**src/rtl/dma_pkg.sv**
```systemverilog
// Shared types and constants for the DMA/PIM engine: state encoding,
// direction codes and default widths.
package dma_pkg;

    localparam int unsigned XLEN_DEFAULT   = 32;
    localparam int unsigned PIM_AW_DEFAULT = 11;

    localparam logic [2:0] DMA_M2P = 3'b000;
    localparam logic [2:0] DMA_P2M = 3'b001;

    typedef enum logic [2:0] {
        ST_IDLE   = 3'd0,
        ST_MEM_RD = 3'd1,
        ST_PIM_WR = 3'd2,
        ST_PIM_RD = 3'd3,
        ST_MEM_WR = 3'd4,
        ST_DONE   = 3'd5
    } dma_state_e;

endpackage

```
**src/rtl/dma_pim_engine.sv**
```systemverilog
// Command-driven DMA engine moving 32-bit words between data memory and one
// of four PIM macros, one word per two cycles while the memory bus is granted.
module dma_pim_engine
    import dma_pkg::*;
#(
    parameter int unsigned XLEN   = XLEN_DEFAULT,
    parameter int unsigned PIM_AW = PIM_AW_DEFAULT
) (
    input  logic              i_clk,
    input  logic              i_rst_n,
    input  logic              i_dma_en,
    input  logic [2:0]        i_dma_funct3,
    input  logic [3:0]        i_dma_sel_pim,
    input  logic [12:0]       i_dma_size,
    input  logic [XLEN-1:0]   i_dma_mem_addr,
    output logic              o_dma_busy,
    output logic              o_dma_done,
    output logic              o_mem_req,
    input  logic              i_mem_gnt,
    output logic [XLEN-1:0]   o_mem_addr,
    output logic [XLEN-1:0]   o_mem_wr_data,
    output logic [3:0]        o_mem_size,
    output logic              o_mem_read,
    output logic              o_mem_write,
    input  logic [XLEN-1:0]   i_mem_rd_data,
    output logic [3:0]        o_pim_sel,
    output logic [PIM_AW-1:0] o_pim_addr,
    output logic [XLEN-1:0]   o_pim_wr_data,
    output logic              o_pim_read,
    output logic              o_pim_write,
    input  logic [XLEN-1:0]   i_pim_rd_data
);

    dma_state_e        state_q, state_d;
    logic [XLEN-1:0]   base_q;
    logic [PIM_AW-1:0] n_q;
    logic [PIM_AW-1:0] idx_q;
    logic [3:0]        sel_q;
    logic [XLEN-1:0]   hold_q;
    logic              hold_first_q;

    logic [PIM_AW-1:0] cmd_words_c;
    logic              cmd_valid_c;
    logic              last_c;
    logic              unused_bits;

    assign cmd_words_c = PIM_AW'(i_dma_size[12:2]);
    assign cmd_valid_c = (cmd_words_c != '0) &&
                         ((i_dma_funct3 == DMA_M2P) || (i_dma_funct3 == DMA_P2M));
    assign last_c      = (idx_q + PIM_AW'(1)) == n_q;
    assign unused_bits = ^{i_dma_size[1:0], i_dma_mem_addr[1:0]};

    // State register
    always_ff @(posedge i_clk or negedge i_rst_n) begin
        if (!i_rst_n) begin
            state_q <= ST_IDLE;
        end else begin
            state_q <= state_d;
        end
    end

    // Next-state logic
    always_comb begin
        state_d = state_q;
        case (state_q)
            ST_IDLE: begin
                if (i_dma_en) begin
                    if (!cmd_valid_c) begin
                        state_d = ST_DONE;
                    end else if (i_dma_funct3 == DMA_M2P) begin
                        state_d = ST_MEM_RD;
                    end else begin
                        state_d = ST_PIM_RD;
                    end
                end
            end
            ST_MEM_RD: if (i_mem_gnt) state_d = ST_PIM_WR;
            ST_PIM_WR: state_d = last_c ? ST_DONE : ST_MEM_RD;
            ST_PIM_RD: state_d = ST_MEM_WR;
            ST_MEM_WR: if (i_mem_gnt) state_d = last_c ? ST_DONE : ST_PIM_RD;
            ST_DONE:   state_d = ST_IDLE;
            default:   state_d = ST_IDLE;
        endcase
    end

    // Strobes and request decode from state and grant
    always_comb begin
        o_dma_busy    = 1'b0;
        o_dma_done    = 1'b0;
        o_mem_req     = 1'b0;
        o_mem_read    = 1'b0;
        o_mem_write   = 1'b0;
        o_mem_size    = 4'h0;
        o_pim_read    = 1'b0;
        o_pim_write   = 1'b0;
        o_pim_wr_data = '0;
        case (state_q)
            ST_MEM_RD: begin
                o_dma_busy = 1'b1;
                o_mem_req  = 1'b1;
                o_mem_read = i_mem_gnt;
                o_mem_size = i_mem_gnt ? 4'hF : 4'h0;
            end
            ST_PIM_WR: begin
                o_dma_busy    = 1'b1;
                o_pim_write   = 1'b1;
                o_pim_wr_data = i_mem_rd_data;
            end
            ST_PIM_RD: begin
                o_dma_busy = 1'b1;
                o_pim_read = 1'b1;
            end
            ST_MEM_WR: begin
                o_dma_busy  = 1'b1;
                o_mem_req   = 1'b1;
                o_mem_write = i_mem_gnt;
                o_mem_size  = i_mem_gnt ? 4'hF : 4'h0;
            end
            ST_DONE: begin
                o_dma_busy = 1'b1;
                o_dma_done = 1'b1;
            end
            default: ;
        endcase
    end

    // Command latch, word index and PIM read-data hold
    always_ff @(posedge i_clk or negedge i_rst_n) begin
        if (!i_rst_n) begin
            base_q       <= '0;
            n_q          <= '0;
            idx_q        <= '0;
            sel_q        <= '0;
            hold_q       <= '0;
            hold_first_q <= 1'b0;
        end else begin
            hold_first_q <= (state_q == ST_PIM_RD);
            if (hold_first_q) begin
                hold_q <= i_pim_rd_data;
            end
            case (state_q)
                ST_IDLE: begin
                    if (i_dma_en) begin
                        base_q <= {i_dma_mem_addr[XLEN-1:2], 2'b00};
                        n_q    <= cmd_words_c;
                        idx_q  <= '0;
                        sel_q  <= i_dma_sel_pim;
                    end
                end
                ST_PIM_WR: idx_q <= idx_q + PIM_AW'(1);
                ST_MEM_WR: if (i_mem_gnt) idx_q <= idx_q + PIM_AW'(1);
                default: ;
            endcase
        end
    end

    // PIM read data is live only in the first MEM_WR cycle; afterwards the hold copy is used
    assign o_mem_wr_data = hold_first_q ? i_pim_rd_data : hold_q;
    assign o_mem_addr    = base_q + XLEN'({idx_q, 2'b00});
    assign o_pim_addr    = idx_q;
    assign o_pim_sel     = sel_q;

endmodule

```
**config.mk**
```make
export PLATFORM = sky130hd
export DESIGN_NAME = dma_pim_engine
export DESIGN_NICKNAME = d
export VERILOG_FILES = /design/src/rtl/dma_pkg.sv /design/src/rtl/dma_pim_engine.sv
export SDC_FILE = /design/constraint.sdc
export NUM_CORES = 1
export LEC_CHECK = 0
export CELL_PAD_IN_SITES_DETAIL_PLACEMENT = 1
export CELL_PAD_IN_SITES_GLOBAL_PLACEMENT = 2
export CORE_ASPECT_RATIO = 1.4
export CORE_MARGIN = 2
export CORE_UTILIZATION = 26
export DETAILED_ROUTE_END_ITERATION = 7
export GPL_TIMING_DRIVEN = 0
export PLACE_DENSITY_LB_ADDON = 0.08
export SLEW_MARGIN = 40
export SYNTH_ARGS = -nofsm -noshare
export SYNTH_HDL_FRONTEND = slang
export SYNTH_SLANG_ARGS = --single-unit
export TNS_END_PERCENT = 5
```
**constraint.sdc**
```tcl
create_clock -name i_clk -period 7.6 [get_ports i_clk]
set_input_delay 0.76 -clock i_clk [delete_from_list [all_inputs] [get_ports i_clk]]
set_output_delay 0.76 -clock i_clk [all_outputs]
set_load 0.02 [all_outputs]
```
==> results of run 1 <==
per-layer routing:
metal / share of wire (%) / track usage (%) / wire (um)
met4: 0.90 / 4.25 / 155
met1: 37 / 17.2 / 6430
met2: 56 / 31.8 / 9710
met3: 5.7 / 3.51 / 978
met5: 0 / 0 / 0
final cells by class:
class,instances,area [um^2],share of cell area (%)
inverters,7,26.3,0.320
well taps,252,315,3.84
clock inverters,5,42.5,0.518
plain buffers,27,166,2.03
flip-flops and latches,92,2300,28.0
multi-input cells,367,2730,33.2
clock buffers,11,253,3.08
repair buffers,236,2380,29.0
where the power goes:
group          switching, W  internal (W)
Combinational      0.000840      0.000865
Clock              0.000203      0.000243
Sequential         0.000147      0.000710
Total               0.00119       0.00182
cell families after synthesis:
group                    Yosys count  share of synthesized area (%)
AO/OA/AOI/OAI                     86                           10.2
XOR/XNOR                          40                           6.73
adder cells (fa/ha/maj)           13                           3.27
buffers and inverters             34                           3.70
flip-flops                        92                           44.2
multiplexers                      76                           16.4
other                              1                         0.0720
AND/OR/NAND/NOR                  150                           15.4
per-stage QoR:
| stage | cell area, um^2 | std cells | total power (W) |
|---|---|---|---|
| finish | 8220 | 997 | 0.00301 |
| global route | 8220 | 997 | 0.00321 |
| CTS | 8210 | 997 | 0.00307 |
| detailed placement | 7920 | 981 | 0.00260 |
| global placement | 7880 | 980 | 0.00255 |
| floorplan | 5210 | 493 | 0.00182 |
final timing paths:
path                                                start                     end  slack, ps  cells after the start
worst max-delay path            o_pim_addr[0]$_DFFE_PN0P_          o_mem_addr[24]       2780                      9
max in group asynchronous                         i_rst_n      n_q[9]$_DFFE_PN0P_       6730                      2
worst min register to register       hold_q[22]$_DFF_PN0_    hold_q[22]$_DFF_PN0_        500                      1
min in group i_clk                   hold_q[22]$_DFF_PN0_    hold_q[22]$_DFF_PN0_        500                      1
worst min-delay path                              i_rst_n    hold_q[22]$_DFF_PN0_        260                      1
worst max register to register  o_pim_addr[0]$_DFFE_PN0P_  state_q[2]$_DFFE_PN0P_       4920                      8
flip-flops by register name, summed over array words and instances (netlist names):
register / cells
state_q: 3
base_q: 30
n_q: 11
o_pim_addr: 11
hold_first_q: 1
o_pim_sel: 4
hold_q: 32
Yosys cell counts (all sizes together), types with 2 or more instances:
cell type / count / share of area [%]
or3: 2 / 0.26
ha: 12 / 2.9
o31ai: 5 / 0.72
a21boi: 2 / 0.29
nor4: 5 / 0.60
o21bai: 5 / 0.72
clkbuf: 15 / 1.7
o211ai: 2 / 0.29
a2111oi: 2 / 0.34
and3: 5 / 0.60
xnor2: 14 / 2.4
o21a: 2 / 0.29
nor2: 27 / 1.9
o41ai: 2 / 0.34
a21o: 2 / 0.29
or4: 2 / 0.29
xor2: 26 / 4.4
mux2: 75 / 16
nand3: 10 / 0.96
o21ai: 29 / 2.8
inv: 7 / 0.50
buf: 12 / 1.5
nor3b: 3 / 0.43
nand2: 32 / 2.3
a211o: 2 / 0.34
nand2b: 4 / 0.48
a211oi: 4 / 0.58
nor2b: 4 / 0.48
a21oi: 23 / 2.2
dfrtp: 92 / 44
o32ai: 2 / 0.34
nand4: 5 / 0.89
and2: 34 / 4.1
nor3: 11 / 1.1
nor4b: 2 / 0.34
==> out/qor.yml, run 1 <==
grt_antenna_before_repair: 0
mostFrequentLayoutCell: "sky130_fd_sc_hd__clkdlybuf4s50_1"
floorplan.die.width_um: 124
fill_cells: 2211
route.detailed.wl_per_inst_um: 17.3
core_region_area_mm2: 0.0198
rsz0062_at_grt: "no"
ctsHoldBuffers: 0
timing.fmax_mhz: 207
post-route-util_pct: 41.6
vias_after_detailed_routing: 4658
clock_tree_root_driver_cell: "sky130_fd_sc_hd__clkbuf_16"
skew_ps: 9.45
timing_hold_violations_final: 0
final_nets: 873
final_weighted_congestion_of_routability_driven_global_placement: 0.752
synthesis.instances: 492
timing.slew.headroom_pct: 50.6
vdd_ir_drop_max_mv: 0.144
clock_latency_on_the_worst_skew_pair_ps: 350
crit_required_ps: 6840
floorplan.initialDensity_pct: 26.3
drc_errors: 0
worst-slew-pin-transition_ps: 741
critical_path_fanout_max: 9
hold_class: "in2async"
timing.final.crit_share_pct: 63.5
crit_path_start_kind: "register"
postRouteAntennaNets: 0
drt_first_pass_iters: 4
fp.dieH_um: 171
worstSetupEndpointType: "primary output"
maxCapViolCount: 0
crit_type: "reg2out"
critPathMaxStageDelay_ps: 620
cts_inserted_buffers: 9
crit_chain: "ha_1, fa_1, a211oi_1, o21ai_0, a211o_1, o21ai_1, a2111oi_0, xor2_1, clkdlybuf4s50_1"
pin_count_of_the_biggest_net_entering_global_routing: 64
ys_seq_elements: 92
wl_mm: 17.3
fin_setup_tns_ps: 0
crit_slowest_cell: "sky130_fd_sc_hd__clkdlybuf4s50_1"
grt-ovfl-total: 0
outcome: "finished, final reports clean"
setup_viol: 0
ctsLongestPathBuffers: 2
num_antenna_cells: 0
fin_worst_hold_slack_ps: 258
power_per_cell_area_mw_per_mm2: 366
io-pin-count: 242
total_leakage_power_nw: 3.31
path_buf_inv: 1
dr.first_iter.drc_count: 147
detail_route.vias_per_cell: 4.67
placement.io_buffers: 235
layout_cells_sized_above_1_pct: 15.0
mostFrequentLayoutCells: "234 x sky130_fd_sc_hd__clkdlybuf4s50_1, 92 x sky130_fd_sc_hd__dfrtp_1, 75 x sky130_fd_sc_hd__mux2_2, 34 x sky130_fd_sc_hd__and2_1, 32 x sky130_fd_sc_hd__nand2_1"
fin_ws_ps: 2780
globalRouteTotalUtil_pct: 16.3
hpwlAfterDp_mm: 13.7
timing.final.max_slew_violations: 0
clk_pin_slew_ps: 70
grt_first_pass_wirelength_mm: 26.8
first_global_vias: 5067
top_family_by_delay_on_critical_path: "compound AO/OA/AOI/OAI gates"
netlist_area_mm2: 0.00520
async_set_or_reset_register_ratio_after_synthesis_pct: 100
dominantRegCellSynth: "sky130_fd_sc_hd__dfrtp_1"
timing.critical_path.arrival_ps: 4060
cts_sinks: 92
preCtsSetupSlack_ps: 3090
post_cts.repair.setup_buffers: 0
avgSynthCellArea_um2: 10.6
post_cts.resized_instances: 0
total_die_area_mm2: 0.0212
rows: 61
synth-warning-count: 0
htree_levels: 3
synth-edff-count: 0
cts_tree: "built"
synth.lib_cells_used.distinct: 54
synth-seq-area-share_pct: 44.2
flow.area_growth_from_synthesis_pct: 57.8
period_needed_ps: 4820
No activity file was read; power rests on OpenSTA's default activity.
==> run 2: changes to the inputs <==
--- a/config.mk
+++ b/config.mk
@@ -9,7 +9,7 @@
 export CELL_PAD_IN_SITES_GLOBAL_PLACEMENT = 2
 export CORE_ASPECT_RATIO = 1.4
 export CORE_MARGIN = 2
-export CORE_UTILIZATION = 26
+export CORE_UTILIZATION = 24
 export DETAILED_ROUTE_END_ITERATION = 7
 export GPL_TIMING_DRIVEN = 0
 export PLACE_DENSITY_LB_ADDON = 0.08
==> constraint.sdc (replaced) <==
create_clock -name i_clk -period 4.55 [get_ports i_clk]
set_input_delay 0.455 -clock i_clk [delete_from_list [all_inputs] [get_ports i_clk]]
set_output_delay 0.455 -clock i_clk [all_outputs]
set_load 0.02 [all_outputs]
==> run 2 against run 1 <==
Die area grew 8.1%; hold slack better by 240 ps; setup slack got worse by 2500 ps; power increased by 66%; largest cell class unchanged; highest routed layer unchanged.
==> out/qor.yml, run 2 (synthesis gave the netlist of run 1 again) <==
drc_errors: 0
worst-slew-pin-transition_ps: 806
timing_hold_violations_final: 0
final_nets: 874
min_delay_worst_endpoint: "hold_q[28]$_DFF_PN0_"
cts_sinks: 92
vias_after_detailed_routing: 4620
cts_tree: "built"
crit-reg2reg-capture: "state_q[1]$_DFFE_PN0P_"
mostFrequentLayoutCells: "234 x sky130_fd_sc_hd__clkdlybuf4s50_1, 92 x sky130_fd_sc_hd__dfrtp_1, 75 x sky130_fd_sc_hd__mux2_2, 34 x sky130_fd_sc_hd__and2_1, 32 x sky130_fd_sc_hd__nand2_1"
hold_path_depth: 1
floorplan.initialDensity_pct: 24.5
total_die_area_mm2: 0.0229
clock_tree_root_driver_cell: "sky130_fd_sc_hd__clkbuf_16"
final_weighted_congestion_of_routability_driven_global_placement: 0.753
power_per_cell_area_mw_per_mm2: 608
grt_antenna_before_repair: 0
placement.io_buffers: 235
rsz0062_at_grt: "no"
crit_type: "reg2out"
place.detailed.instances: 989
wl_mm: 17.1
detail_route.vias_per_cell: 4.59
crit_chain: "ha_1, fa_1, a211oi_1, o21ai_0, a211o_1, o21ai_2, a2111oi_0, xor2_1, clkdlybuf4s50_1"
post_cts.repair.setup_buffers: 0
hold_class: "reg2reg"
setup_viol: 0
floorplan.die.width_um: 128
path_buf_inv: 1
first_global_vias: 5081
drt_first_pass_iters: 4
grt_first_pass_wirelength_mm: 26.9
reg2reg_slack_ps: 1810
crit_path_start_kind: "register"
rows: 63
mostFrequentLayoutCell: "sky130_fd_sc_hd__clkdlybuf4s50_1"
postRouteAntennaNets: 0
grt-ovfl-total: 0
maxCapViolCount: 0
htree_levels: 3
dr.first_iter.drc_count: 105
reg2regPathDepth: 8
holdCritStartpoint: "hold_q[28]$_DFF_PN0_"
timing.final.crit_share_pct: 93.9
total_leakage_power_nw: 3.30
clk_pin_slew_ps: 70
num_antenna_cells: 0
timing.slew.headroom_pct: 46.1
route.detailed.wl_per_inst_um: 17.0
crit_slowest_cell: "sky130_fd_sc_hd__clkdlybuf4s50_1"
hpwlAfterDp_mm: 13.5
largest_register_ff_count: 32
timing.critical_path.arrival_ps: 3820
critPathMaxStageDelay_ps: 630
layout_cells_sized_above_1_pct: 14.9
critical_path_fanout_max: 9
skew_ps: 7.34
fin_setup_tns_ps: 0
flow.area_growth_from_synthesis_pct: 57.7
clock_latency_on_the_worst_skew_pair_ps: 350
core_region_area_mm2: 0.0212
period_needed_ps: 4270
vdd_ir_drop_max_mv: 0.253
top_family_by_delay_on_critical_path: "compound AO/OA/AOI/OAI gates"
worstSetupEndpointType: "primary output"
globalRouteTotalUtil_pct: 15.1
critical_path.reg2reg.startpoint: "o_pim_addr[0]$_DFFE_PN0P_"
ctsLongestPathBuffers: 2
fp.dieH_um: 178
largest-register: "hold_q"
pin_count_of_the_biggest_net_entering_global_routing: 57
outcome: "finished, final reports clean"
finalNonFillerCells: 1006
timing.fmax_mhz: 234
crit_required_ps: 4090
io-pin-count: 242
timing.final.max_slew_violations: 0
largest_registers: "hold_q (32), base_q (30)"
cts_inserted_buffers: 9
[run 2: layout make-up]
cell class	instances	area [um^2]
buffer	27	166
clock buffer	9	225
clock inverter	7	48.8
fill	2359	13000
inverter	7	26.3
multi-input combinational	367	2720
sequential	92	2300
tap	260	325
timing repair buffer	237	2390
[run 2: worst register-to-register path, delay by kind of cell (launching register included)]
kind	cells	cell delay [ps]
simple gates	2	670
fa+ha+maj	1	220
buf+inv	1	160
flops	1	560
compound gates	4	1000
[run 2: worst max path at each step]
stage	start	endpoint	slack (ps)	depth (start not counted)
finish	o_pim_addr[0]$_DFFE_PN0P_	o_mem_addr[24]	280	9
detailed placement	o_pim_addr[0]$_DFFE_PN0P_	o_mem_addr[24]	390	9
floorplan	o_pim_addr[0]$_DFFE_PN0P_	o_mem_addr[24]	1360	8
global placement	i_rst_n	n_q[1]$_DFFE_PN0P_	-680	1
global route	o_pim_addr[0]$_DFFE_PN0P_	o_mem_addr[24]	30	9
CTS	o_pim_addr[0]$_DFFE_PN0P_	o_mem_addr[24]	190	9
[run 2: stage by stage]
stage                     power (W)  util, %  instance area, um^2  hold slack, ps  setup slack [ps]
final                       0.00499     38.7                 8210             495               277
after CTS                   0.00509     38.7                 8210             501               186
after detailed placement    0.00433     37.4                 7920             358               388
after global routing        0.00534     38.7                 8210             519              28.6
after floorplan             0.00305        -                 5210             159              1360
after global placement      0.00426     37.2                 7890             480              -680
[run 2: metal layers]
layer	vias up	part of all wire [%]	global-route usage [%]
li1	2235	-	-
met1	2232	38	16.3
met2	138	55	28.8
met3	15	5.6	3.45
met4	0	1.4	4.76
met5	-	0	0
[run 2: repair_timing]
action / in CTS / in global routing
hold buffers: 1 / 0
resized for setup: 1 / 0
endpoints found under the setup margin: 1 / 0
endpoints found under the hold margin: 35 / 0
[run 2: power breakdown]
group	total (W)	leakage (nW)	switching [W]	internal, W
sequential	0.00143	1.12	0.000246	0.00118
clock	0.000731	0.136	0.000357	0.000374
combinational	0.00283	2.05	0.00139	0.00144
==> run 3: changes to the inputs <==
--- a/config.mk
+++ b/config.mk
@@ -17,4 +17,4 @@
 export SYNTH_ARGS = -nofsm -noshare
 export SYNTH_HDL_FRONTEND = slang
 export SYNTH_SLANG_ARGS = --single-unit
-export TNS_END_PERCENT = 5
+export TNS_END_PERCENT = 10
==> results of run 3 <==
No change in the layout: final DEF, timing and power equal those of run 2.
